===== src/rtl/simd_result_merger.sv =====
// simd_result_merger: per-slice FIFOs merged into one full-width VRF write once every slice has a head entry
module simd_result_merger #(
    parameter int NrSIMD     = 2,
    parameter int ElenW      = 64,
    parameter int VAddrWidth = 8,
    parameter int VidWidth   = 3,
    parameter int Depth      = 2
) (
    input  logic                          clk_i,
    input  logic                          rst_ni,
    input  logic                          flush_i,
    input  logic [NrSIMD-1:0]             slice_req_i,
    input  logic [NrSIMD*VidWidth-1:0]    slice_id_i,
    input  logic [NrSIMD*VAddrWidth-1:0]  slice_addr_i,
    input  logic [NrSIMD*ElenW-1:0]       slice_wdata_i,
    input  logic [NrSIMD*ElenW/8-1:0]     slice_be_i,
    output logic [NrSIMD-1:0]             slice_gnt_o,
    output logic                          result_req_o,
    output logic [VidWidth-1:0]           result_id_o,
    output logic [VAddrWidth-1:0]         result_addr_o,
    output logic [NrSIMD*ElenW-1:0]       result_wdata_o,
    output logic [NrSIMD*ElenW/8-1:0]     result_be_o,
    input  logic                          result_gnt_i,
    output logic                          mismatch_o,
    output logic                          busy_o
);
    localparam int BW = ElenW / 8;
    localparam int IA = VidWidth + VAddrWidth;
    localparam int EW = IA + ElenW + BW;
    localparam int PW = $clog2(Depth);
    localparam int CW = $clog2(Depth + 1);

    logic [NrSIMD-1:0]         valid, push;
    logic [NrSIMD-1:0][EW-1:0] head;
    logic                      pop, mis, mismatch_q;

    assign result_req_o = &valid;
    assign busy_o       = |valid;
    assign pop          = result_req_o && result_gnt_i;
    assign slice_gnt_o  = push;
    assign mismatch_o   = mismatch_q;
    assign result_id_o   = result_req_o ? head[0][EW-1 -: VidWidth] : '0;
    assign result_addr_o = result_req_o ? head[0][BW+ElenW +: VAddrWidth] : '0;

    for (genvar i = 0; i < NrSIMD; i++) begin : g_slice
        logic [EW-1:0] mem_q [Depth];
        logic [PW-1:0] wptr_q, rptr_q;
        logic [CW-1:0] cnt_q, cnt_d;
        assign valid[i] = cnt_q != '0;
        // A full FIFO refuses even when a pop frees a slot this cycle
        assign push[i]  = rst_ni && slice_req_i[i] && cnt_q != CW'(Depth) && !flush_i;
        assign cnt_d    = cnt_q + CW'(push[i]) - CW'(pop);
        assign head[i]  = mem_q[rptr_q];
        assign result_wdata_o[ElenW*i +: ElenW] = result_req_o ? head[i][BW +: ElenW] : '0;
        assign result_be_o[BW*i +: BW]          = result_req_o ? head[i][BW-1:0] : '0;
        always_ff @(posedge clk_i) begin
            if (push[i])
                mem_q[wptr_q] <= {slice_id_i[VidWidth*i +: VidWidth], slice_addr_i[VAddrWidth*i +: VAddrWidth],
                                  slice_wdata_i[ElenW*i +: ElenW], slice_be_i[BW*i +: BW]};
        end
        always_ff @(posedge clk_i or negedge rst_ni) begin
            if (!rst_ni) begin
                wptr_q <= '0;
                rptr_q <= '0;
                cnt_q  <= '0;
            end else if (flush_i) begin
                wptr_q <= '0;
                rptr_q <= '0;
                cnt_q  <= '0;
            end else begin
                if (push[i]) wptr_q <= wptr_q + 1'b1;
                if (pop) rptr_q <= rptr_q + 1'b1;
                cnt_q <= cnt_d;
            end
        end
    end

    always_comb begin
        mis = 1'b0;
        for (int k = 1; k < NrSIMD; k++)
            mis = mis || (head[k][EW-1 -: IA] != head[0][EW-1 -: IA]);
    end

    always_ff @(posedge clk_i or negedge rst_ni) begin
        if (!rst_ni) mismatch_q <= 1'b0;
        else if (flush_i) mismatch_q <= 1'b0;
        else if (result_req_o && mis) mismatch_q <= 1'b1;
    end
endmodule


===== config.mk =====
export PLATFORM = sky130hd
export DESIGN_NAME = simd_result_merger
export DESIGN_NICKNAME = d
export VERILOG_FILES = /design/src/rtl/simd_result_merger.sv
export SDC_FILE = /design/constraint.sdc
export NUM_CORES = 1
export LEC_CHECK = 0
export CAP_MARGIN = 20
export CORE_UTILIZATION = 45
export CTS_CLUSTER_DIAMETER = 60
export DETAILED_ROUTE_END_ITERATION = 6
export PLACE_DENSITY = 0.81
export SKIP_LAST_GASP = 1
export SYNTH_ARGS = -nofsm -noshare
export SYNTH_HDL_FRONTEND = slang
export SYNTH_SLANG_ARGS = --single-unit

===== constraint.sdc =====
create_clock -name clk_i -period 9.5 [get_ports clk_i]
set_input_delay 1.9 -clock clk_i [delete_from_list [all_inputs] [get_ports clk_i]]
set_output_delay 1.9 -clock clk_i [all_outputs]
set_load 0.01 [all_outputs]

Word-level counts from Yosys, hierarchy flattened
Memories as Yosys holds them, arrays and structs flattened. Cells that the tools add are included.

Output and inout bits: 160. Logic and storage cells: 59. Memories: 2. Register bits after elaboration: 9. Bits in writable memories: 332. Bits of input ports: 172.

Memory list: g_slice[0].mem_q (depth 2, width 83, rd ports 1, clocked after Yosys merged registers in 0, write ports 1, line 46) `logic [EW-1:0] mem_q [Depth];`; g_slice[1].mem_q (depth 2, width 83, rd ports 1, clocked after Yosys merged registers in 0, write ports 1, line 46).

Multiplexer cells: 22. Reductions and logical operators: 17. Add/sub/neg operators: 8. Eq/ne operators: 3.

Operators with widths (number): 64-bit 2-to-1 mux (2); 8-bit 2-to-1 mux (3); 1-bit 2-to-1 mux (14); 2-bit nonzero test (6); 11-bit inequality test (1); 1-bit logical AND (8); 1-bit adder (second input constant) (4); 2-bit by 1-bit adder with 2-bit output (2); 2-bit 2-to-1 mux (2); 2-bit inequality test (second input constant) (2); 2-bit by 1-bit subtractor with 2-bit output (2); 3-bit 2-to-1 mux (1); 2-bit AND reduction (1); 2-bit OR reduction (1); 1-bit zero test (1).

Depth between registers and ports, before layout
Gate-level depths: netlist of run 1.

Depth in word-level cells: 6. Depth in mapped cells: 7. Gate-level depth less buffers: 7.

Least setup slack after synthesis of run 1
OpenSTA, ideal clock, no wires.

Path kind: input port to flip-flop. Start point: input port flush_i. End point: memory g_slice[0].mem_q[0][0] (netlist bit), enable pin. Path buffers: 1. Setup time: 626 ps. Path slack: 899 ps. Required time: 8874 ps. Data arrival time: 7975 ps. Stages on the path: 3. Cell sequence: clkbuf_1 nand2b_1 nor3_1.

Cells in the longest elaborated chain, start to end: 4.

RTL lines: start: declaration (line 11) `input logic flush_i,`; 1-bit zero test (line 51) `assign push[i] = rst_ni && slice_req_i[i] && cnt_q != CW'(Depth) && !flush_i;`; 1-bit logical AND (line 51); 1-bit 2-to-1 mux (line 57) `if (push[i])`; 1-bit 2-to-1 mux (not written as such) (line 58) `mem_q[wptr_q] <= {slice_id_i[VidWidth*i +: VidWidth], slice_addr_i[VAddrWidth*i +: VAddrWidth],`; end: declaration (line 46).

Every way passes these cells.

Worst setup path in the final report of run 1
Start point: input port rst_ni. End point: output port slice_gnt_o[1].

Cells in the longest elaborated chain, start to end: 3.

RTL lines: start: declaration (line 10) `input logic rst_ni,`; 1-bit logical AND (3 in series) (line 51); end: declaration (line 17) `output logic [NrSIMD-1:0] slice_gnt_o,`.

Every way passes these cells.

==> results of run 1 <==
## metal layers
metal | vias up | part of all wire (%) | global-route usage, %
met5 | - | 0 | 0
met4 | 0 | 3.2 | 7.93
met3 | 62 | 5.3 | 3.98
met2 | 229 | 54 | 34.5
met1 | 3692 | 38 | 22.4
li1 | 3520 | - | -
## logic make-up after synthesis
| logic type | count (synthesis) |
|---|---|
| flip-flops | 341 |
| AND/OR/NAND/NOR | 177 |
| adder cells (fa/ha/maj) | 3 |
| AO/OA/AOI/OAI | 8 |
| multiplexers | 166 |
| buffers and inverters | 42 |
| XOR/XNOR | 19 |
## area by class of cell
| type | instances | area share (%) |
|---|---|---|
| clock buffers | 50 | 5.90 |
| repair buffers | 342 | 19.1 |
| diodes | 4 | 0.0557 |
| well taps | 378 | 2.63 |
| multi-input cells | 373 | 14.7 |
| clock inverters | 19 | 0.773 |
| flip-flops and latches | 341 | 56.8 |
| inverters | 6 | 0.125 |
## layout by cell type (no fill, tap or decap), drive strengths merged, types with 2 or more instances in the layout
master         count
edfxtp           332
xor2              17
and2               2
clkinv            15
mux2i            166
buf               11
inv                7
xnor2              2
nor3               2
nor2b              2
o21ai              3
nor2             166
diode              4
clkdlybuf4s50    331
clkbuf            50
bufinv             2
ha                 3
dfrtp              9
o211ai             2
nor4               3
## power by group
part / internal, mW / switching (mW)
clock: 0.838 / 0.548
sequential: 1.69 / 0.0119
combinational: 0.0971 / 0.0693
total: 2.63 / 0.629
## sequential cells by signal, summed over array words and instances (netlist names)
| signal | count |
|---|---|
| mismatch_o | 1 |
| g_slice.rptr_q | 2 |
| g_slice.cnt_q | 4 |
| g_slice.wptr_q | 2 |
| g_slice.mem_q | 332 |
## worst reg2reg max path, stage by stage (launching register included)
cell	delay, ps
dfrtp_4	780
buf_4	850
mux2i_1	450
xor2_1	110
nor4_1	730
a311oi_1	230
## metrics by stage
step	hold slack, ps	util [%]	power (mW)	cell area [sq um]
2_1_floorplan	519	-	1.79	13000
6_report	612	63.8	3.25	18000
3_5_place_dp	598	59.3	1.90	16700
3_3_place_gp	574	59.3	1.89	16700
4_1_cts	610	63.6	3.29	17900
5_1_grt	644	63.8	3.36	18000
## worst max-delay path by stage
stage                     startpoint                endpoint  slack [ps]  depth (start not counted)
after floorplan              flush_i  g_slice[0].mem_q[0][0]         900                          3
after global placement        rst_ni          slice_gnt_o[1]        3890                          4
after detailed placement      rst_ni          slice_gnt_o[1]        3810                          4
after CTS                     rst_ni          slice_gnt_o[1]        3750                          4
after global routing          rst_ni          slice_gnt_o[1]        3650                          4
final                         rst_ni          slice_gnt_o[1]        3770                          4
## Yosys cell counts (all sizes together)
master,n,share of area [%]
a311oi,1,0.067
and2,2,0.096
buf,28,1.4
clkbuf,8,0.23
dfrtp,9,1.7
edfxtp,332,76
ha,3,0.29
inv,6,0.17
mux2i,166,13
nand2,1,0.029
nand2b,1,0.048
nor2,166,4.8
nor2b,2,0.096
nor3,2,0.077
nor4,3,0.14
o211ai,2,0.12
o21ai,3,0.12
o221ai,1,0.067
o22ai,1,0.048
xnor2,2,0.13
xor2,17,1.1
==> out/summary.md, run 1 <==
The ratio of cells with drive above 1 in the final layout is 5.84%, and the count of synthesis-stage warnings from yosys is 0. The number of buffers and inverters on the critical path is 2. Clock latency on the worst-skew pair, taken at its later pin, is 510 ps. For this run, the total global-route usage over all layers was measured as 19.3%. Area growth from synthesis to layout: 37.9%. No sink is reached through more buffers than the 3 on the longest clock path.

Setup violations remaining at the end of the flow were counted as 0. Global routing finished with a remaining overflow of 0. The clock period could shrink to 5730 ps. The run gives 42800 microns as the global-route wire length before repair. In this design, the critical path's most frequently occurring cell is clkdlybuf4s50_1. The count of port buffers added during placement works out to 331. In this design, the stage delay of the slowest critical-path cell is 810 ps.

Setup repair after global routing left no endpoint under its margin. The synthesized netlist devotes 0.413% of its cell area to compound gates. The portion of synthesized area spent on multiplexers is 12.7%. After detailed routing, the number of remaining DRC violations is 0. The synthesized-area fraction occupied by xor and xnor cells was 1.28%. Counting cells, the worst reg-to-reg path comes to 5.

Max-cap violations in this run came to 0. Adding up every negative setup slack in the final design gives 0 ps. The total CTS buffers was 38; the adder and majority cell fraction of the synthesized area was 0.288%. For the number of levels in the clock H-tree, the log shows 2.

Across all layers, the routed design uses 7503 vias. The count of nets left with antenna violations once routing finished came out at 0. The class of the worst hold path was reg -> reg. The number of instances on the worst hold path is 2.

In this run the critical register-to-register path is captured at mismatch_o. After synthesis the cells add up to 13000 sq um. At the placement stage, the worst setup path has a slack of 3810 ps. Number of pins with negative max-slew slack in the final report: 0. Data on the critical path is required at its endpoint by 7600 ps. The worst setup path is launched from an input port. The power density over the cells is 181 nW/um^2. The tools report the worst IR drop on VDD as 0.000169 V. Combinational family with the most area after synthesis: multiplexers. The logs give 0 for the hold violation total from the final report and 4 for the initial antenna violation count. The congestion estimate from routability-driven global placement came to 0.782. The die is 172 microns tall. The path type of the worst setup path was in -> out.

Walking the worst path, the cells encountered are clkdlybuf4s50_1 > nand2b_1 > nor2_1 > clkdlybuf4s50_1. The floorplan die area is 29600 sq um. Counting tap cells, the placed design contains a total of 1438 instances. The tools report the number of hold buffers added after cts as 0. The number of iterations in the first detailed-routing pass was 5. Once the clock tree was built, the setup fixing pass inserted 0 buffers. In this run, distinct cell masters in the synthesized netlist total 24. Each instance of the synthesized netlist takes up on average 17.2 sq um. The run finished with clean final reports.

Clock-pin slew of the registers on the worst-case setup and hold paths: 50 ps. The tools report the total wirelength of the detailed-routed design as 29200 microns. The kind of cell with the highest combined delay along the critical path is buffers and inverters. For the pin with the worst max-slew slack, the measured transition is 1030 ps. For the pin count of the biggest net entering global routing, the log shows 84.

The area of the multi-input gates is 2640 sq um. Synthesis inferred 341 register bits. The run gives 1277 as the final layout net count.

The tree is rooted in a clkbuf_16. The setup slack of the most critical reg-to-reg path is 6170 ps. The post-synth net total is 931, and the die width is 172 microns. Along the worst path, the maximum fanout reaches 12. The total clock sinks was 341. Dividing the detail-routed wire length by the instance count gives 19.3 microns. The region available for standard cell placement spans 28200 sq um. The floorplan has 61 rows. Using the TritonRoute via totals, the vias-per-cell ratio works out to 4.96. The final worst setup slack is 3770 ps, and the arrival time of data at the critical path endpoint is 3830 ps. In this run the tightest slew margin relative to its limit is 31.4%. The cell leakage power is 5.71 nW, and the simple-gate share of the synthesized area is 5.27%.

The largest individual stage delay along the critical path comes from the cell clkdlybuf4s50_1. TritonCTS built the clock tree. The tools report the final standard cell count with taps included and fillers excluded as 1513. The via count of the first global-routing pass is 7780, and the effective utilization at floorplan is 46.3%. For the flip-flop and latch area, the log shows 10200 sq um. Clock skew on the completed layout was measured at 16.3 ps. In the synthesized netlist, the number of instances is 756. The achievable frequency is 0.175 GHz. Post-CTS repair changed the size of 0 cells.

The run gives 78.2% as the share of the yosys chip area belonging to registers. The path with the worst hold slack has its endpoint at g_slice[0].wptr_q. For this block, the initial DRC count from the detailed router was 509. The placed wire-length estimate came out at 18700 microns.

STA classifies the critical path endpoint as a primary output. After layout, the worst path uses 60.3% of the clock period. In this run the most critical hold path is launched from g_slice[0].wptr_q. The number of filler instances in the final layout came out at 2011. The boundary pin count is 332. Launch instance of the worst register-to-register path: g_slice[0].rptr_q.
Note: power is estimated with default switching activity, not from simulation.
==> run 2, diff against run 1 <==
- CORE_UTILIZATION: 45 -> 44
- PLACE_DENSITY: 0.81 -> 0.83
- clock period: 9.5 -> 4.8 ns (I/O delays scaled with it)
==> run 2 against run 1 <==
Sequential power grew 98%. Wire length grew 0.38%. Clock power grew 85%. First-iteration DRC count grew 5.7%. Cell count grew 0.46%. Non-clock buffer count grew 5. Via count grew 0.67%. Utilization shrank 1.7 points. Final area is essentially flat. Worst hold slack gained 36 ps. Clock-buffer cell count shrank 5. Flip-flop and latch count is the same. Critical path type unchanged. Highest routed layer unchanged.
==> out/summary.md, run 2 (same netlist as run 1, synthesis figures left out) <==
The run finished with clean final reports. The arrival time of data at the critical path endpoint was 2940 ps (was 3830 ps). The run gives 1.22 mW (was 629 uW) as the switching power summed over all nets. The clock tree skew after final layout was 16.0 ps (was 16.3 ps).

The global-route wire length before repair was 44500 microns (was 42800 microns); the via count of the routed design was 7553 (was 7503). Of the available clock period, the critical path in the final layout requires 81.3%. The effective utilization at floorplan is 45.0% (was 46.3%), and the number of cell instances on the worst register-to-register path is 4 (was 5). The power share of the sequential group came out at 53.7% (was 52.3%). The cell type group with the largest total delay on the critical path was buffers and inverters (unchanged). The via count of the first global-routing pass was 7919 (was 7780); the core area was 28900 sq um (was 28200 sq um).

The floorplan die height is 174 microns (was 172 microns). Ordered cell list for the critical path: clkdlybuf4s50_1 > nand2b_1 > nor2_1 > clkdlybuf4s50_1 (unchanged). Number of violations of the max-capacitance limit: 0 (unchanged). The clock-pin slew of the registers on the worst-case setup and hold paths is 60 ps (was 50 ps), and the number of pins with negative max-slew slack in the final report is 0 (unchanged). The stage delay of the slowest cell on the critical path works out to 780 ps (was 810 ps).

The wire length per cell came out at 19.3 microns (about the same). Total global routing overflow: 0 (unchanged). Based on the critical path, the design can be clocked at up to 0.256 GHz. Most frequent standard cell in the layout excluding fill and tap cells: edfxtp_1 (unchanged). Top library cells by usage in the layout, fill and taps aside: edfxtp_1, clkdlybuf4s50_1, mux2i_1, nor2_1, clkbuf_16 (unchanged). The largest fanout of any net on the critical path was 12 (unchanged). For the setup slack of the most critical reg-to-reg path, the log shows 2080 ps (was 6170 ps). The number of cells upsized or downsized after cts is 0 (unchanged).

The iteration-0 DRC count of the detailed router is 538 (was 509), and the total number of placement rows is 62 (was 61). The number of buffer and inverter instances along the worst setup path works out to 2 (unchanged). The placed wire-length estimate is 19700 microns (was 18700 microns). The run gives 0.859 (was 0.782) as the weighted congestion reported at the end of routability-driven placement.

The boundary pin count was 332 (unchanged); the initial antenna violation count was 6 (was 4). Largest registers: g_slice.mem_q x332, g_slice.cnt_q x4 (unchanged). The die width is 174 microns (was 172 microns), and the worst IR drop on VDD is 0.000259 V (was 0.000169 V).

The ratio of cells with drive above 1 in the final layout is 6.02% (was 5.84%). The run gives 5.69 nW (was 5.71 nW) as the cell leakage power. Path type of the worst setup path: in -> out (unchanged).

TritonCTS built the clock tree. Kind of end point of the critical path: a primary output (unchanged). The total CTS buffers was 37 (was 38). The sink of the worst hold path is g_slice[0].wptr_q (unchanged). The tools report the pin count of the biggest net entering global routing as 84 (unchanged). The cell area after placement was 16900 sq um (was 16700 sq um). The launch instance of the worst register-to-register path was g_slice[0].rptr_q (unchanged). The count of port buffers added during placement was 331 (unchanged). For the number of remaining DRC errors, the log shows 0 (unchanged). The class of the worst hold path was reg -> reg (unchanged). Setup repair after global routing left no endpoint under its margin. The part of the power in combinational logic is 5.3% (was 5.1%). The logs give 0 (unchanged) for the number of setup violations in the final report and 647 ps (was 612 ps) for the final worst hold slack.

The logs give 62.1% (was 63.8%) for the final core utilization and 0 (unchanged) for the remaining antenna violation count. Slowest cell on the critical path: clkdlybuf4s50_1 (unchanged). The overall global routing resource usage came out at 19.3% (about the same). The tools report the number of hold buffers added after cts as 0 (unchanged). The number of instances on the worst hold path was 2 (unchanged); the area growth from synthesis to layout was 37.9% (about the same). The total wirelength of the detailed-routed design is 29300 microns (was 29200 microns), and the total clock sinks is 341 (unchanged). The register with the most flip-flops is g_slice.mem_q (unchanged). The power density over the cells works out to 349 nW/um^2 (was 181 nW/um^2). The root buffer cell is clkbuf_16 (unchanged).

The net switching fraction of the power is 19.4% (was 19.3%), and the worst endpoint required time is 3840 ps (was 7600 ps). Final layout net count: 1281 (was 1277). Number of buffers on the longest clock path: 3 (unchanged).

The most frequent cell on the critical path is clkdlybuf4s50_1 (unchanged). Counting I/O delays and the setup requirement, the final critical path takes 3900 ps. The design internal power is 5.05 mW (was 2.63 mW). For the design area, the log shows 18000 sq um (about the same). The tools report the source-to-sink clock delay at the later pin of the worst-skew pair as 500 ps (was 510 ps). Hold path startpoint: g_slice[0].wptr_q (unchanged). The per-cell via count in the routed design was 4.97 (was 4.96). The run gives 41.0% (was 42.6%) as the proportion of power drawn by the clock network. The tools report the remaining max-slew budget at the tightest pin as 37.3% (was 31.4%).

Critical path launch point type: an input port (unchanged). Floorplan die area: 30300 sq um (was 29600 sq um). The end of the worst register-to-register path was mismatch_o (unchanged).

The actual transition at the worst max-transition pin was 933 ps (was 1030 ps). The hold violation total from the final report came out at 0 (unchanged). Total setup buffers inserted after CTS: 0 (unchanged). The logs give 5 (unchanged) for the number of iterations in the first detailed-routing pass and 2 (unchanged) for the number of levels in the clock H-tree. The number of flip-flops under the largest register name is 332 (unchanged).
[run 2: layout make-up]
| class | count | area, sq um |
|---|---|---|
| antenna | 6 | 15.0 |
| clock buffer | 45 | 956 |
| clock inverter | 18 | 134 |
| fill | 2059 | 11000 |
| inverter | 6 | 22.5 |
| multi-input combinational | 373 | 2650 |
| sequential | 341 | 10200 |
| tap | 384 | 480 |
| timing repair buffer | 347 | 3510 |
[run 2: routing by layer]
| metal | global-route usage (%) | vias to the layer above | share of wire (%) |
|---|---|---|---|
| li1 | - | 3515 | - |
| met1 | 23.1 | 3708 | 39 |
| met2 | 33.3 | 251 | 52 |
| met3 | 3.61 | 79 | 4.6 |
| met4 | 9.87 | 0 | 4.5 |
| met5 | 0 | - | 0 |
[run 2: how the worst max path moves through the flow]
stage                  from                     end  slack (ps)  cells after the start
floorplan           flush_i  g_slice[0].mem_q[0][0]        -300                      3
global placement     rst_ni          slice_gnt_o[1]         970                      4
detailed placement   rst_ni          slice_gnt_o[0]         900                      4
CTS                  rst_ni          slice_gnt_o[0]         900                      4
global route         rst_ni          slice_gnt_o[1]         760                      4
finish               rst_ni          slice_gnt_o[0]         900                      4
[run 2: power by group through the flow]
stage | registers, mW | clock network, mW | logic (mW)
detailed placement | 3.43 | 0 | 0.337
CTS | 3.37 | 2.63 | 0.339
global placement | 3.43 | 0 | 0.325
floorplan | 3.43 | 0 | 0.106
global route | 3.37 | 2.74 | 0.360
finish | 3.37 | 2.57 | 0.335
[run 2: through the flow]
step	instances	total power, mW	setup TNS [ps]	setup WS [ps]
floorplan	756	3.53	-49010	-295
global placement	1451	3.75	0	971
detailed placement	1451	3.77	0	902
CTS	1514	6.33	0	897
global route	1520	6.47	0	764
finish	1520	6.27	0	897
[run 2: worst min-delay path, cell delays in order (launching register included)]
cell	delay [ps]
dfrtp_1	410
xor2_1	100
nor2_1	90
==> run 3, diff against run 2 <==
- CORE_UTILIZATION: 44 -> 45
- PLACE_DENSITY: 0.83 -> 0.81
- clock period: 4.8 -> 4 ns (I/O delays scaled with it)
==> run 3 against run 2 <==
Global-route usage shrank 0.088 points. Power is 20% higher. Register-to-register slack lost 760 ps. Clock-buffer cell count is 3 higher. Utilization grew 2.1 points. Critical path depth unchanged. Via count increased by 0.85%. Critical path type unchanged. Critical endpoint is now slice_gnt_o[1]. Largest power group unchanged.
==> out/summary.md, run 3 (same netlist as run 1, synthesis figures left out) <==
The tools report the area of the multi-input gates as 2650 sq um (unchanged). The number of hold buffers added after cts is 0 (unchanged). For the effective utilization at floorplan, the log shows 46.3% (was 45.0%). Kind of end point of the critical path: a primary output (unchanged). The routing layer with the top usage in global route was met2 (unchanged).

For the total setup buffers inserted after CTS, the log shows 0 (unchanged). The iteration-0 DRC count of the detailed router was 389 (was 538). The logs give 0 (unchanged) for the number of cells upsized or downsized after cts and 7.53 mW (was 6.27 mW) for the sum of internal, switching and leakage power. The logs give 18100 sq um (was 18000 sq um) for the design area and 7617 (was 7553) for the via count of the routed design. The die width is 172 microns (was 174 microns), and the worst endpoint required time is 3200 ps (was 3840 ps). The tools report the clock tree skew after final layout as 6.40 ps (was 16.0 ps). The pin count of the biggest net entering global routing is 84 (unchanged). The proportion of power drawn by the clock network was 41.0% (about the same). The tools report the total CTS buffers as 37 (unchanged). The root buffer cell was clkbuf_16 (unchanged). For the total clock sinks, the log shows 341 (unchanged). The overall global routing resource usage came out at 19.2% (was 19.3%). The area growth from synthesis to layout was 38.6% (was 37.9%); the part of the power in combinational logic was 5.4% (was 5.3%). Number of buffers on the longest clock path: 3 (unchanged). The run gives 500 ps (about the same) as the source-to-sink clock delay at the later pin of the worst-skew pair. The number of remaining DRC errors is 0 (unchanged), and the achievable frequency is 0.292 GHz. The cell area after placement was 16900 sq um (about the same). The number of setup violations in the final report is 0 (unchanged), and the ratio of cells with drive above 1 in the final layout is 6.75% (was 6.02%). The global-route wire length before repair is 42700 microns (was 44500 microns). Top library cells by usage in the layout, fill and taps aside: edfxtp_1, clkdlybuf4s50_1, mux2i_1, nor2_1, clkbuf_16 (unchanged). The number of flip-flops under the largest register name is 332 (unchanged), and the final period demand of the worst path is 3420 ps. The run gives 7893 (was 7919) as the via count of the first global-routing pass.

The net switching fraction of the power is 19.9% (was 19.4%), and the number of pins with negative max-slew slack in the final report is 0 (unchanged). Setup repair after global routing left no endpoint under its margin. The largest fanout of any net on the critical path was 10 (was 12). The tools report the number of violations of the max-capacitance limit as 0 (unchanged). The path type of the worst setup path is in -> out (unchanged). TritonCTS built the clock tree. The run gives 5.75 nW (was 5.69 nW) as the cell leakage power. The class of the worst hold path is in -> async (was reg -> reg). The logs give 29000 microns (was 29300 microns) for the total wirelength of the detailed-routed design and 22.2% (was 23.1%) for the met1 demand-to-capacity share in global routing. The clock-pin slew of the registers on the worst-case setup and hold paths came out at 60 ps (about the same). The launch instance of the worst register-to-register path is g_slice[1].rptr_q (was g_slice[0].rptr_q). Most frequent standard cell in the layout excluding fill and tap cells: edfxtp_1 (unchanged).

The wire length per cell is 19.0 microns (was 19.3 microns), and the hold violation total from the final report is 0 (unchanged). The boundary pin count was 332 (unchanged). The number of iterations in the first detailed-routing pass is 4 (was 5), and the floorplan die height is 172 microns (was 174 microns). The core area is 28200 sq um (was 28900 sq um), and the met3 usage in global routing is 3.55% (was 3.61%).

The final critical-path share of the clock period is 85.5%, and the floorplan die area is 29600 sq um (was 30300 sq um). The tools report the startpoint of the most critical setup path as flush_i (was rst_ni). For the switching power summed over all nets, the log shows 1.50 mW (was 1.22 mW).

The tools report the number of filler instances in the final layout as 1991 (was 2059). The placed wire-length estimate was 19700 microns (about the same); the actual transition at the worst max-transition pin was 813 ps (was 933 ps). The power share of the sequential group is 53.6% (was 53.7%). The per-cell via count in the routed design came out at 5.00 (was 4.97). The tools report the critical path launch point type as an input port (unchanged).

The run gives 10200 sq um (unchanged) as the flip-flop and latch area. The tools report the design internal power as 6.03 mW (was 5.05 mW). Total number of placement rows: 61 (was 62). The power density over the cells came out at 417 nW/um^2 (was 349 nW/um^2). For the initial antenna violation count, the log shows 4 (was 6). Register with the most flip-flops: g_slice.mem_q (unchanged).

The worst IR drop on VDD came out at 0.000328 V (was 0.000259 V). For the remaining max-slew budget at the tightest pin, the log shows 45.3% (was 37.3%). The logs give 2 (unchanged) for the number of levels in the clock H-tree and 64.2% (was 62.1%) for the final core utilization.

Total global routing overflow: 0 (unchanged). The logs give 34.1% (was 33.3%) for the global-route track usage on met2 and 2620 ps (was 2940 ps) for the arrival time of data at the critical path endpoint. The count of port buffers added during placement works out to 331 (unchanged). The weighted congestion reported at the end of routability-driven placement came out at 0.832 (was 0.859). The flow ran to the end, and the final reports show no timing, DRC or antenna violations. The final layout net count was 1288 (was 1281). Largest registers: g_slice.mem_q x332, g_slice.cnt_q x4 (unchanged). For the remaining antenna violation count, the log shows 0 (unchanged).
[run 3: cell types whose count changed in the layout (fill, tap and decap cells not counted), sizes merged]
cell,before,now
buf,16,23
clkbuf,45,48
bufinv,2,0
inv,6,8
clkinv,15,14
clkinvlp,1,2
diode,6,5
[run 3: final timing paths]
| path | cells after the start | endpoint | slack, ps |
|---|---|---|---|
| setup / recovery | 4 | slice_gnt_o[1] | 580 |
| hold / removal | 2 | g_slice[1].wptr_q | 600 |
| setup reg to reg | 5 | mismatch_o | 1320 |
| hold reg to reg | 2 | mismatch_o | 630 |
| max in group asynchronous | 2 | g_slice[0].rptr_q | 3230 |
| min in group clk_i | 2 | mismatch_o | 630 |
[run 3: area by class of cell]
class                   count  area share, %
clock buffers              48           5.59
repair buffers            354           19.9
diodes                      5         0.0693
clock inverters            18          0.561
inverters                   6          0.125
flip-flops and latches    341           56.5
well taps                 378           2.62
multi-input cells         373           14.7
[run 3: metal layers]
metal  routed length [microns]  vias to the layer above  part of all wire, %
met3                      1270                       76                  4.4
met5                         0                        -                    0
li1                          -                     3543                    -
met4                      1250                        0                  4.3
met2                     15300                      236                   53
met1                     11100                     3762                   38
[run 3: through the flow]
step	hold WS (ps)	instances	setup TNS [ps]	setup WS [ps]
finish	600	1523	0	579
global route	615	1522	0	490
CTS	580	1518	0	568
detailed placement	621	1452	0	585
global placement	597	1452	0	652
floorplan	504	756	-155250	-935
[run 3: power by group through the flow]
stage               Sequential, mW  Clock, mW  Combinational (mW)
floorplan                     4.11          0               0.128
global placement              4.11          0               0.393
detailed placement            4.11          0               0.406
CTS                           4.04       3.17               0.408
global route                  4.04       3.31               0.435
finish                        4.04       3.09               0.404
[run 3: worst max-delay path: stages]
cell and delay, ps:
clkdlybuf4s50_1 580, nand2b_1 360, nor2_1 290, clkdlybuf4s50_1 590
